--- src/rtl/ps2_pkg.sv ---
//------------------------------------------------------------------------------
// Module  : ps2_pkg
// Brief   : Shared PS/2 receiver types and frame constants.
// Revision: 1.0 - initial release
//------------------------------------------------------------------------------
`default_nettype none

package ps2_pkg;
    typedef enum logic [1:0] {
        ST_IDLE   = 2'd0,
        ST_DATA   = 2'd1,
        ST_PARITY = 2'd2,
        ST_STOP   = 2'd3
    } ps2_state_t;

    localparam int   DATA_BITS = 8;
    localparam logic START_BIT = 1'b0;
    localparam logic STOP_BIT  = 1'b1;
endpackage

`default_nettype wire

--- src/rtl/sync_fifo.sv ---
//------------------------------------------------------------------------------
// Module  : sync_fifo
// Brief   : Single-clock first-word-fall-through FIFO with occupancy output.
// Revision: 1.0 - initial release
//------------------------------------------------------------------------------
`default_nettype none

module sync_fifo #(
    parameter int WIDTH = 8,
    parameter int DEPTH = 8
) (
    input  logic                     clk,
    input  logic                     reset_n,
    input  logic                     i_push,
    input  logic [WIDTH-1:0]         i_data,
    input  logic                     i_pop,
    output logic [WIDTH-1:0]         o_data,
    output logic                     o_valid,
    output logic [$clog2(DEPTH):0]   o_level,
    output logic                     o_overflow
);
    localparam int              C_AW   = $clog2(DEPTH);
    localparam logic [C_AW:0]   C_FULL = DEPTH[C_AW:0];

    logic [WIDTH-1:0] r_mem [DEPTH];
    logic [C_AW-1:0]  r_wptr;
    logic [C_AW-1:0]  r_rptr;
    logic [C_AW:0]    r_count;
    logic             r_overflow;

    logic w_empty;
    logic w_full;
    logic w_do_pop;
    logic w_do_push;

    assign w_empty   = (r_count == '0);
    assign w_full    = (r_count == C_FULL);
    assign w_do_pop  = i_pop & ~w_empty;
    // A pop in the same cycle frees the slot, so a push into a full FIFO still succeeds.
    assign w_do_push = i_push & (~w_full | w_do_pop);

    always_ff @(posedge clk) begin
        if (w_do_push) begin
            r_mem[r_wptr] <= i_data;
        end
    end

    always_ff @(posedge clk) begin
        if (!reset_n) begin
            r_wptr     <= '0;
            r_rptr     <= '0;
            r_count    <= '0;
            r_overflow <= 1'b0;
        end else begin
            if (w_do_push) r_wptr <= r_wptr + 1'b1;
            if (w_do_pop)  r_rptr <= r_rptr + 1'b1;
            case ({w_do_push, w_do_pop})
                2'b10:   r_count <= r_count + 1'b1;
                2'b01:   r_count <= r_count - 1'b1;
                default: r_count <= r_count;
            endcase
            r_overflow <= i_push & w_full & ~w_do_pop;
        end
    end

    assign o_data     = w_empty ? '0 : r_mem[r_rptr];
    assign o_valid    = ~w_empty;
    assign o_level    = r_count;
    assign o_overflow = r_overflow;
endmodule

`default_nettype wire

--- src/rtl/ps2_rx_fifo.sv ---
//------------------------------------------------------------------------------
// Module  : ps2_rx_fifo
// Brief   : PS/2 device-to-host receiver with glitch filter, timeout and FIFO.
// Revision: 1.0 - initial release
//------------------------------------------------------------------------------
`default_nettype none

module ps2_rx_fifo
    import ps2_pkg::*;
#(
    parameter int SYNC_LEN   = 3,
    parameter int FIFO_DEPTH = 8,
    parameter int TIMEOUT    = 10000
) (
    input  logic                          clk,
    input  logic                          reset_n,
    input  logic                          ps2_clk,
    input  logic                          ps2_data,
    output logic                          ps2_clk_inhibit,
    output logic [7:0]                    code,
    output logic                          code_valid,
    input  logic                          code_ready,
    output logic [$clog2(FIFO_DEPTH):0]   level,
    output logic                          parity_err,
    output logic                          frame_err,
    output logic                          timeout_err,
    output logic                          overflow
);
    localparam int                C_LW   = $clog2(FIFO_DEPTH) + 1;
    localparam logic [C_LW-1:0]   C_FULL = FIFO_DEPTH[C_LW-1:0];
    localparam int                C_TW   = $clog2(TIMEOUT + 1);
    localparam logic [C_TW-1:0]   C_TMO  = TIMEOUT[C_TW-1:0];
    localparam int                C_CW   = $clog2(DATA_BITS);
    localparam logic [C_CW-1:0]   C_LAST = C_CW'(DATA_BITS - 1);

    logic                r_clk_s1, r_clk_s2, r_dat_s1, r_dat_s2;
    logic [SYNC_LEN-1:0] r_hist;
    logic                r_fclk;
    ps2_state_t          r_state, w_state_nxt;
    logic [7:0]          r_shift;
    logic [C_CW-1:0]     r_cnt;
    logic                r_par;
    logic [C_TW-1:0]     r_tmo;
    logic                r_parity_err, r_frame_err, r_timeout_err, r_inhibit;

    logic                w_fall, w_tmo_hit;
    logic                w_push, w_parity_err, w_frame_err;
    logic [C_LW-1:0]     w_level;

    // Line idles high, so everything upstream of the edge detector resets to 1.
    always_ff @(posedge clk) begin
        if (!reset_n) begin
            r_clk_s1 <= 1'b1;
            r_clk_s2 <= 1'b1;
            r_dat_s1 <= 1'b1;
            r_dat_s2 <= 1'b1;
            r_hist   <= '1;
            r_fclk   <= 1'b1;
        end else begin
            r_clk_s1 <= ps2_clk;
            r_clk_s2 <= r_clk_s1;
            r_dat_s1 <= ps2_data;
            r_dat_s2 <= r_dat_s1;
            r_hist   <= {r_hist[SYNC_LEN-2:0], r_clk_s2};
            if (&r_hist)       r_fclk <= 1'b1;
            else if (~|r_hist) r_fclk <= 1'b0;
        end
    end

    assign w_fall    = r_fclk & ~|r_hist;
    assign w_tmo_hit = (r_state != ST_IDLE) && (r_tmo >= C_TMO);

    always_ff @(posedge clk) begin
        if (!reset_n) r_state <= ST_IDLE;
        else          r_state <= w_state_nxt;
    end

    always_comb begin
        w_state_nxt = r_state;
        if (w_tmo_hit) begin
            w_state_nxt = ST_IDLE;
        end else if (w_fall) begin
            case (r_state)
                ST_IDLE:   if (r_dat_s2 == START_BIT) w_state_nxt = ST_DATA;
                ST_DATA:   if (r_cnt == C_LAST) w_state_nxt = ST_PARITY;
                ST_PARITY: w_state_nxt = ST_STOP;
                ST_STOP:   w_state_nxt = ST_IDLE;
                default:   w_state_nxt = ST_IDLE;
            endcase
        end
    end

    always_comb begin
        w_push       = 1'b0;
        w_parity_err = 1'b0;
        w_frame_err  = 1'b0;
        if (!w_tmo_hit && w_fall && r_state == ST_STOP) begin
            if (r_dat_s2 != STOP_BIT) w_frame_err  = 1'b1;
            else if (!r_par)          w_parity_err = 1'b1;
            else                      w_push       = 1'b1;
        end
    end

    always_ff @(posedge clk) begin
        if (!reset_n) begin
            r_shift <= '0;
            r_cnt   <= '0;
            r_par   <= 1'b0;
            r_tmo   <= '0;
        end else begin
            if (r_state == ST_IDLE || w_fall) r_tmo <= '0;
            else                              r_tmo <= r_tmo + 1'b1;
            if (w_fall) begin
                case (r_state)
                    ST_IDLE: begin
                        r_cnt <= '0;
                        r_par <= 1'b0;
                    end
                    ST_DATA: begin
                        r_shift <= {r_dat_s2, r_shift[7:1]};
                        r_par   <= r_par ^ r_dat_s2;
                        r_cnt   <= r_cnt + 1'b1;
                    end
                    ST_PARITY: r_par <= r_par ^ r_dat_s2;
                    default:   r_par <= r_par;
                endcase
            end
        end
    end

    always_ff @(posedge clk) begin
        if (!reset_n) begin
            r_parity_err  <= 1'b0;
            r_frame_err   <= 1'b0;
            r_timeout_err <= 1'b0;
            r_inhibit     <= 1'b0;
        end else begin
            r_parity_err  <= w_parity_err;
            r_frame_err   <= w_frame_err;
            r_timeout_err <= w_tmo_hit;
            // Only hold the device off between frames, never once a start bit is seen.
            r_inhibit     <= (w_level == C_FULL) && (r_state == ST_IDLE)
                             && (w_state_nxt == ST_IDLE);
        end
    end

    sync_fifo #(
        .WIDTH (8),
        .DEPTH (FIFO_DEPTH)
    ) u_fifo (
        .clk        (clk),
        .reset_n    (reset_n),
        .i_push     (w_push),
        .i_data     (r_shift),
        .i_pop      (code_ready),
        .o_data     (code),
        .o_valid    (code_valid),
        .o_level    (w_level),
        .o_overflow (overflow)
    );

    assign level           = w_level;
    assign parity_err      = r_parity_err;
    assign frame_err       = r_frame_err;
    assign timeout_err     = r_timeout_err;
    assign ps2_clk_inhibit = r_inhibit;
endmodule

`default_nettype wire
--- config.mk ---
export PLATFORM = sky130hd
export DESIGN_NAME = ps2_rx_fifo
export DESIGN_NICKNAME = d
export VERILOG_FILES = /design/src/rtl/ps2_pkg.sv /design/src/rtl/sync_fifo.sv /design/src/rtl/ps2_rx_fifo.sv
export SDC_FILE = /design/constraint.sdc
export NUM_CORES = 1
export LEC_CHECK = 0
export CAP_MARGIN = 40
export CORE_ASPECT_RATIO = 0.7
export CORE_MARGIN = 2
export CORE_UTILIZATION = 56
export CTS_BUF_LIST = sky130_fd_sc_hd__clkbuf_8 sky130_fd_sc_hd__clkbuf_16
export CTS_CLUSTER_SIZE = 28
export DETAILED_ROUTE_END_ITERATION = 6
export DONT_BUFFER_PORTS = 1
export GPL_ROUTABILITY_DRIVEN = 0
export PLACE_DENSITY = 0.74
export SLEW_MARGIN = 20
export SYNTH_ARGS = -nofsm -noshare
export SYNTH_HDL_FRONTEND = slang
export SYNTH_SLANG_ARGS = --single-unit
--- constraint.sdc ---
create_clock -name clk -period 2.9 [get_ports clk]
set_input_delay 0.145 -clock clk [delete_from_list [all_inputs] [get_ports clk]]
set_output_delay 0.145 -clock clk [all_outputs]
set_load 0.03 [all_outputs]
* Word-level counts from Yosys, hierarchy flattened
Memories as Yosys holds them, arrays and structs flattened. A register that Yosys moved wholly into a read port is not among the register bits.
Index checks and enable logic that the tools add are counted.
** Word-level totals
- Register bits after elaboration :: 51
- Word-level logic and storage cells :: 88
- Memories :: 1
- Bits in writable memories :: 64
- Output and inout bits :: 18
** Cells by class
- Reduce and logical (&&, ||, !) cells :: 25
- Bitwise operators :: 11
- Equal/unequal tests :: 7
- Add/subtract/negate cells :: 6
- Multiplexer cells :: 18
- Magnitude comparators :: 1
** Memories
- u_fifo.r_mem :: words 8, bits a word 8, read ports 1, clocked after Yosys merged registers in 1, write ports 1, line sync_fifo.sv:25 : logic [WIDTH-1:0] r_mem [DEPTH];
** Operators with widths (count)
- adder 14 x 1 -> 14 bit, second input constant :: 1
- >= comparator 14 bit, second input constant :: 1
- adder 3 x 1 -> 3 bit, second input constant :: 3
- two-way mux 2 bit :: 4
- two-way mux 8 bit :: 1
- one-hot mux 2 bit (4 select lines) :: 1
- one-hot mux 4 bit (2 select lines) :: 1
- AND reduction 2 bit :: 4
- nonzero test 2 bit :: 4
- two-way mux 1 bit :: 7
- equality test 2 bit, second input constant :: 3
- two-way mux 3 bit :: 2
- one-hot mux 3 bit (2 select lines) :: 1
- AND reduction 3 bit :: 2
- OR reduction 2 bit :: 3
- AND 1 bit :: 5
- logical AND 1 bit :: 5
- adder 4 x 1 -> 4 bit, second input constant :: 1
- equality test 2 x 1 -> 1 bit, second input constant :: 2
- equality test 4 bit, second input constant :: 1
- zero test 2 bit :: 2
- zero test 4 bit :: 1
- inverter 1 bit :: 4
- subtractor 4 x 1 -> 4 bit, second input constant :: 1
- 7 further kinds :: 8

* Longest topological paths before layout
- Depth in word-level cells :: 9
- Mapped depth :: 12

* By module
A second synthesis with hierarchy kept.
** Second synthesis, totals
- Cells, all modules :: 377
- Area, all modules :: 4922.2 um2
** Modules (own cells, without submodules)
- sync_fifo :: times used 1, cells an instance 187, area an instance 3233.1 um2, sequential area each 2202.1 um2
- ps2_rx_fifo :: times used 1, cells an instance 190, area an instance 1689.1 um2, sequential area each 800.8 um2

* Worst setup path before layout
OpenSTA, ideal clock, no wires.
- Path kind :: reg2reg
- Start :: register r_hist[1]
- End :: memory u_fifo.r_mem[2][0], enable pin
- Clock period less this slack :: 2957 ps
- Buffers on the path :: 0
- Data required time :: 2502 ps
- Cell stages (with the launch flop) :: 6
- Arrival time :: 2559 ps
- Path slack :: -57 ps
- Setup time :: 398 ps
- Cells stage by stage :: dfxtp_1 > or4b_4 > or3_4 > nand2_1 > nand2_1 > nor4b_1
** On the way
- Word-level cells in the longest chain between the ends :: 9
** RTL lines
- start: declaration :: line ps2_rx_fifo.sv:37 : logic [SYNC_LEN-1:0] r_hist;
- start signal: assignment :: line ps2_rx_fifo.sv:64 : r_hist <= {r_hist[SYNC_LEN-2:0], r_clk_s2};
- OR reduction 3 bit :: line ps2_rx_fifo.sv:70 : assign w_fall = r_fclk & ~|r_hist;
- zero test 1 bit :: line ps2_rx_fifo.sv:70
- AND 1 bit :: line ps2_rx_fifo.sv:70
- logical AND 1 bit (2 in a row) :: line ps2_rx_fifo.sv:97 : if (!w_tmo_hit && w_fall && r_state == ST_STOP) begin
- two-way mux 1 bit :: line ps2_rx_fifo.sv:97
- AND 1 bit :: line sync_fifo.sv:40 : assign w_do_push = i_push & (~w_full | w_do_pop);
- two-way mux 1 bit :: line sync_fifo.sv:43 : if (w_do_push) begin
- two-way mux 1 bit (implied by the code) :: line sync_fifo.sv:44 : r_mem[r_wptr] <= i_data;
- end: declaration :: line sync_fifo.sv:25
No other way between the ends.

* Worst setup path after layout
- Start :: register r_hist[0]
- End :: register u_fifo.r_count[2], in the netlist u_fifo.o_level[2]
** On the way
- Word-level cells in the longest chain between the ends :: 9
- Elaborated cells on any way between the ends :: 11
- Those cells by class :: eq/ne (2); mux (2); bitwise (2); reduce/logical (5)
** RTL lines
- OR reduction 3 bit * :: line ps2_rx_fifo.sv:70
- zero test 1 bit * :: line ps2_rx_fifo.sv:70
- AND 1 bit * :: line ps2_rx_fifo.sv:70
- logical AND 1 bit * (2 in a row) :: line ps2_rx_fifo.sv:97
- two-way mux 1 bit * :: line ps2_rx_fifo.sv:97
- AND 1 bit * :: line sync_fifo.sv:40
- equality test 2 x 1 -> 1 bit or equality test 2 bit (tied branches) :: line sync_fifo.sv:57 : case ({w_do_push, w_do_pop})
- one-hot mux 4 bit (2 select lines) or nonzero test 2 bit (tied branches)
- end signal: assignment :: line sync_fifo.sv:58 : 2'b10: r_count <= r_count + 1'b1;
- end signal: assignment :: line sync_fifo.sv:59 : 2'b01: r_count <= r_count - 1'b1;
- end signal: assignment :: line sync_fifo.sv:60 : default: r_count <= r_count;
- end: declaration :: line sync_fifo.sv:28 : logic [C_AW:0] r_count;
Every way passes the cells marked *; elsewhere a longest branch is shown, timed or not.
A chain may end at the register's enable or synchronous reset.

==> impl_metrics.yaml <==
run_status:
  outcome: "completed"
yosys:
  synth_top_family_by_area: "simple AND/OR/NAND/NOR gates"
  synth_xor_area_share_pct: 2.37
  synth_cell_types: 45
  synth_edf_count: 64
  yosys-mux-area-fraction_pct: 10.4
  yosysMostFrequentCell: "edfxtp_1"
  syn_avg_cell_area_um2: 12.8
  synth_top_cell_by_area: "edfxtp_1"
  synthArstFlopShare_pct: 0
  ys_top_cells_by_area: "edfxtp_1, dfxtp_1, mux4_2, ha_1, nor2_1"
  synth.cell_area_um2: 4800
  synth-compound-area-share_pct: 4.88
  synth_nets: 393
  synth_seq_area_share_pct: 62.6
  synth_common_cells: "edfxtp_1, dfxtp_1, nor2_1, nand2_1, a21oi_1"
  yosys.area_share.simple_pct: 14.2
  synth_warnings: 0
  synth.top_cell.area_share_pct: 40.1
  synthAdderAreaFrac_pct: 3.13
  synth_cells: 376
  ys_seq_elements: 118
  ys.flop_type: "edfxtp_1"
sta:
  slew_viol_final: 0
  setup-violations-final: 0
  layout_worst_path_cycle_share_pct: 96.2
  skew_ps: 11.2
  slew_headroom_pct: 47.4
  rsz0062_at_grt: "no"
  min_period_ps: 2790
  finalSetupTns_ps: 0
  hold_viol: 0
  fmax_mhz: 359
  worst_pin_slew_ps: 788
  fin_hold_ws_ps: 28.6
grt:
  grt_max_degree: 23
  first_global_vias: 2820
  antenna_found_initial: 0
  grt_pass1_wl_um: 14500
  grt.overflow.total: 0
  grt_use_total_pct: 21.4
layout:
  final_core_util_pct: 67.0
  syn_to_final_growth_pct: 17.0
  regArea_um2: 3000
  drive_above_1_share_pct: 17.7
  multiInputGateArea_um2: 1700
  fill_cells: 594
  num_antenna_cells: 0
  final_nets: 417
  stdcell_count: 518
floorplan:
  num_rows: 28
  initial_core_util_pct: 57.3
  boundaryPins: 23
  die_x_um: 115
  die_area_um2: 9330
  dieHeight_um: 81.4
  coreArea_um2: 8370
clock_network:
  numCtsBuffers: 17
  numClockSinks: 118
  root_buffer: "clkbuf_16"
  clkSlewWorstSetupHoldPaths_ps: 50
  cts_tree: "yes"
  htreeDepth: 4
  clockBufferDepth: 2
  clk_latency_ps: 410
worst_setup_path:
  critPathKind: "reg2reg"
  crit_arrival_ps: 3130
  critical_path_required_ps: 3250
  critPathMaxFanout: 5
  startpoint_type: "flip-flop"
  cp-end-kind: "flip-flop"
job:
  drv_cap: 0
detailed_routing:
  vias: 2952
  detail_route.wl_per_cell_um: 17.3
  drc: 0
  firstDrtPassIters: 4
  drt-total-wl_um: 8960
  drtIter0Drc: 236
  via_per_inst: 5.70
  detail-route-antenna-nets: 0
power_and_ir_drop:
  peakVddDrop_mv: 0.444
  power_mw: 4.08
  power_density_nw_per_um2: 727
  p_leak_nw: 1.95
min_path:
  hold_path_class: "in2reg"
placed_design:
  io_buffers: 0
  dp.cells: 481
  place.detailed.hpwl_um: 5880
==> cells in the final DEF, fill, tap and decap left out, types with 12 or more instances in the layout <==
| master | count |
|---|---|
| clkbuf_16 | 17 |
| nor2_1 | 38 |
| buf_4 | 18 |
| mux2i_1 | 14 |
| inv_1 | 16 |
| a21oi_1 | 19 |
| ha_1 | 12 |
| nand2_1 | 32 |
| mux4_2 | 16 |
| edfxtp_1 | 64 |
| dfxtp_1 | 53 |
==> final cells by class <==
class | count | share of cell area (%)
Clock inverter | 15 | 2.23
Clock buffer | 17 | 7.58
Multi-Input combinational cell | 229 | 30.4
Sequential cell | 118 | 53.6
Inverter | 12 | 0.803
Timing Repair Buffer | 22 | 3.12
Tap cell | 105 | 2.34
==> power breakdown <==
part           total, mW  switching (mW)  internal [mW]
clock               1.91           0.681           1.23
sequential          1.78          0.0111           1.76
combinational      0.389           0.242          0.146
total               4.08           0.935           3.14
==> flip-flops by register name, summed over array words and instances (netlist names), 2 cells and up, named ones only <==
signal,flops
u_fifo.r_mem,64
r_tmo,14
r_shift,8
u_fifo.o_level,4
r_cnt,3
r_hist,3
u_fifo.r_rptr,3
u_fifo.r_wptr,3
r_state,2
==> critical path: stages (launching register included) <==
cell and delay (ps):
dfxtp_1 340, or4b_4 540, or3_4 370, and3b_4 210
xor2_1 140, ha_1 210, or3_1 370, or3_1 320
a21o_1 180, nand2_1 50
==> path summary, 6_finish.rpt <==
| kind | from | slack (ps) | cells after the start | endpoint |
|---|---|---|---|---|
| setup / recovery | r_hist[0] | 110 | 9 | u_fifo.o_level[2] |
| hold / removal | code_ready | 30 | 2 | u_fifo.o_overflow |
| setup reg to reg | r_hist[0] | 110 | 9 | u_fifo.o_level[2] |
| hold reg to reg | r_clk_s2 | 410 | 1 | r_hist[0] |
==> per-stage QoR <==
stage / worst slack [ps] / area, µm²
after global routing: 6.76 / 5610
after floorplan: 62.1 / 4810
after global placement: 126 / 5000
after detailed placement: 70.0 / 5000
after CTS: 56.7 / 5590
final: 111 / 5610
==> layer usage <==
| layer | GRT usage, % | share of wire, % |
|---|---|---|
| met1 | 29.0 | 46 |
| met4 | 8.78 | 0.77 |
| met3 | 7.60 | 7.7 |
| met2 | 31.9 | 46 |
| met5 | 0 | 0 |
==> cell families after synthesis <==
group | count (synthesis)
xor+xnor | 13
compound gates | 40
simple gates | 134
fa+ha+maj | 12
buf+inv | 29
flops | 118
mux | 30
==> what timing repair did <==
item | CTS | global route
setup endpoints to repair | 0 | 1
buffers inserted | 0 | 1
endpoints found under the hold margin | 19 | 0
resized for setup | 0 | 2
hold buffers | 4 | 0
Power figures use the tool's default switching activity.
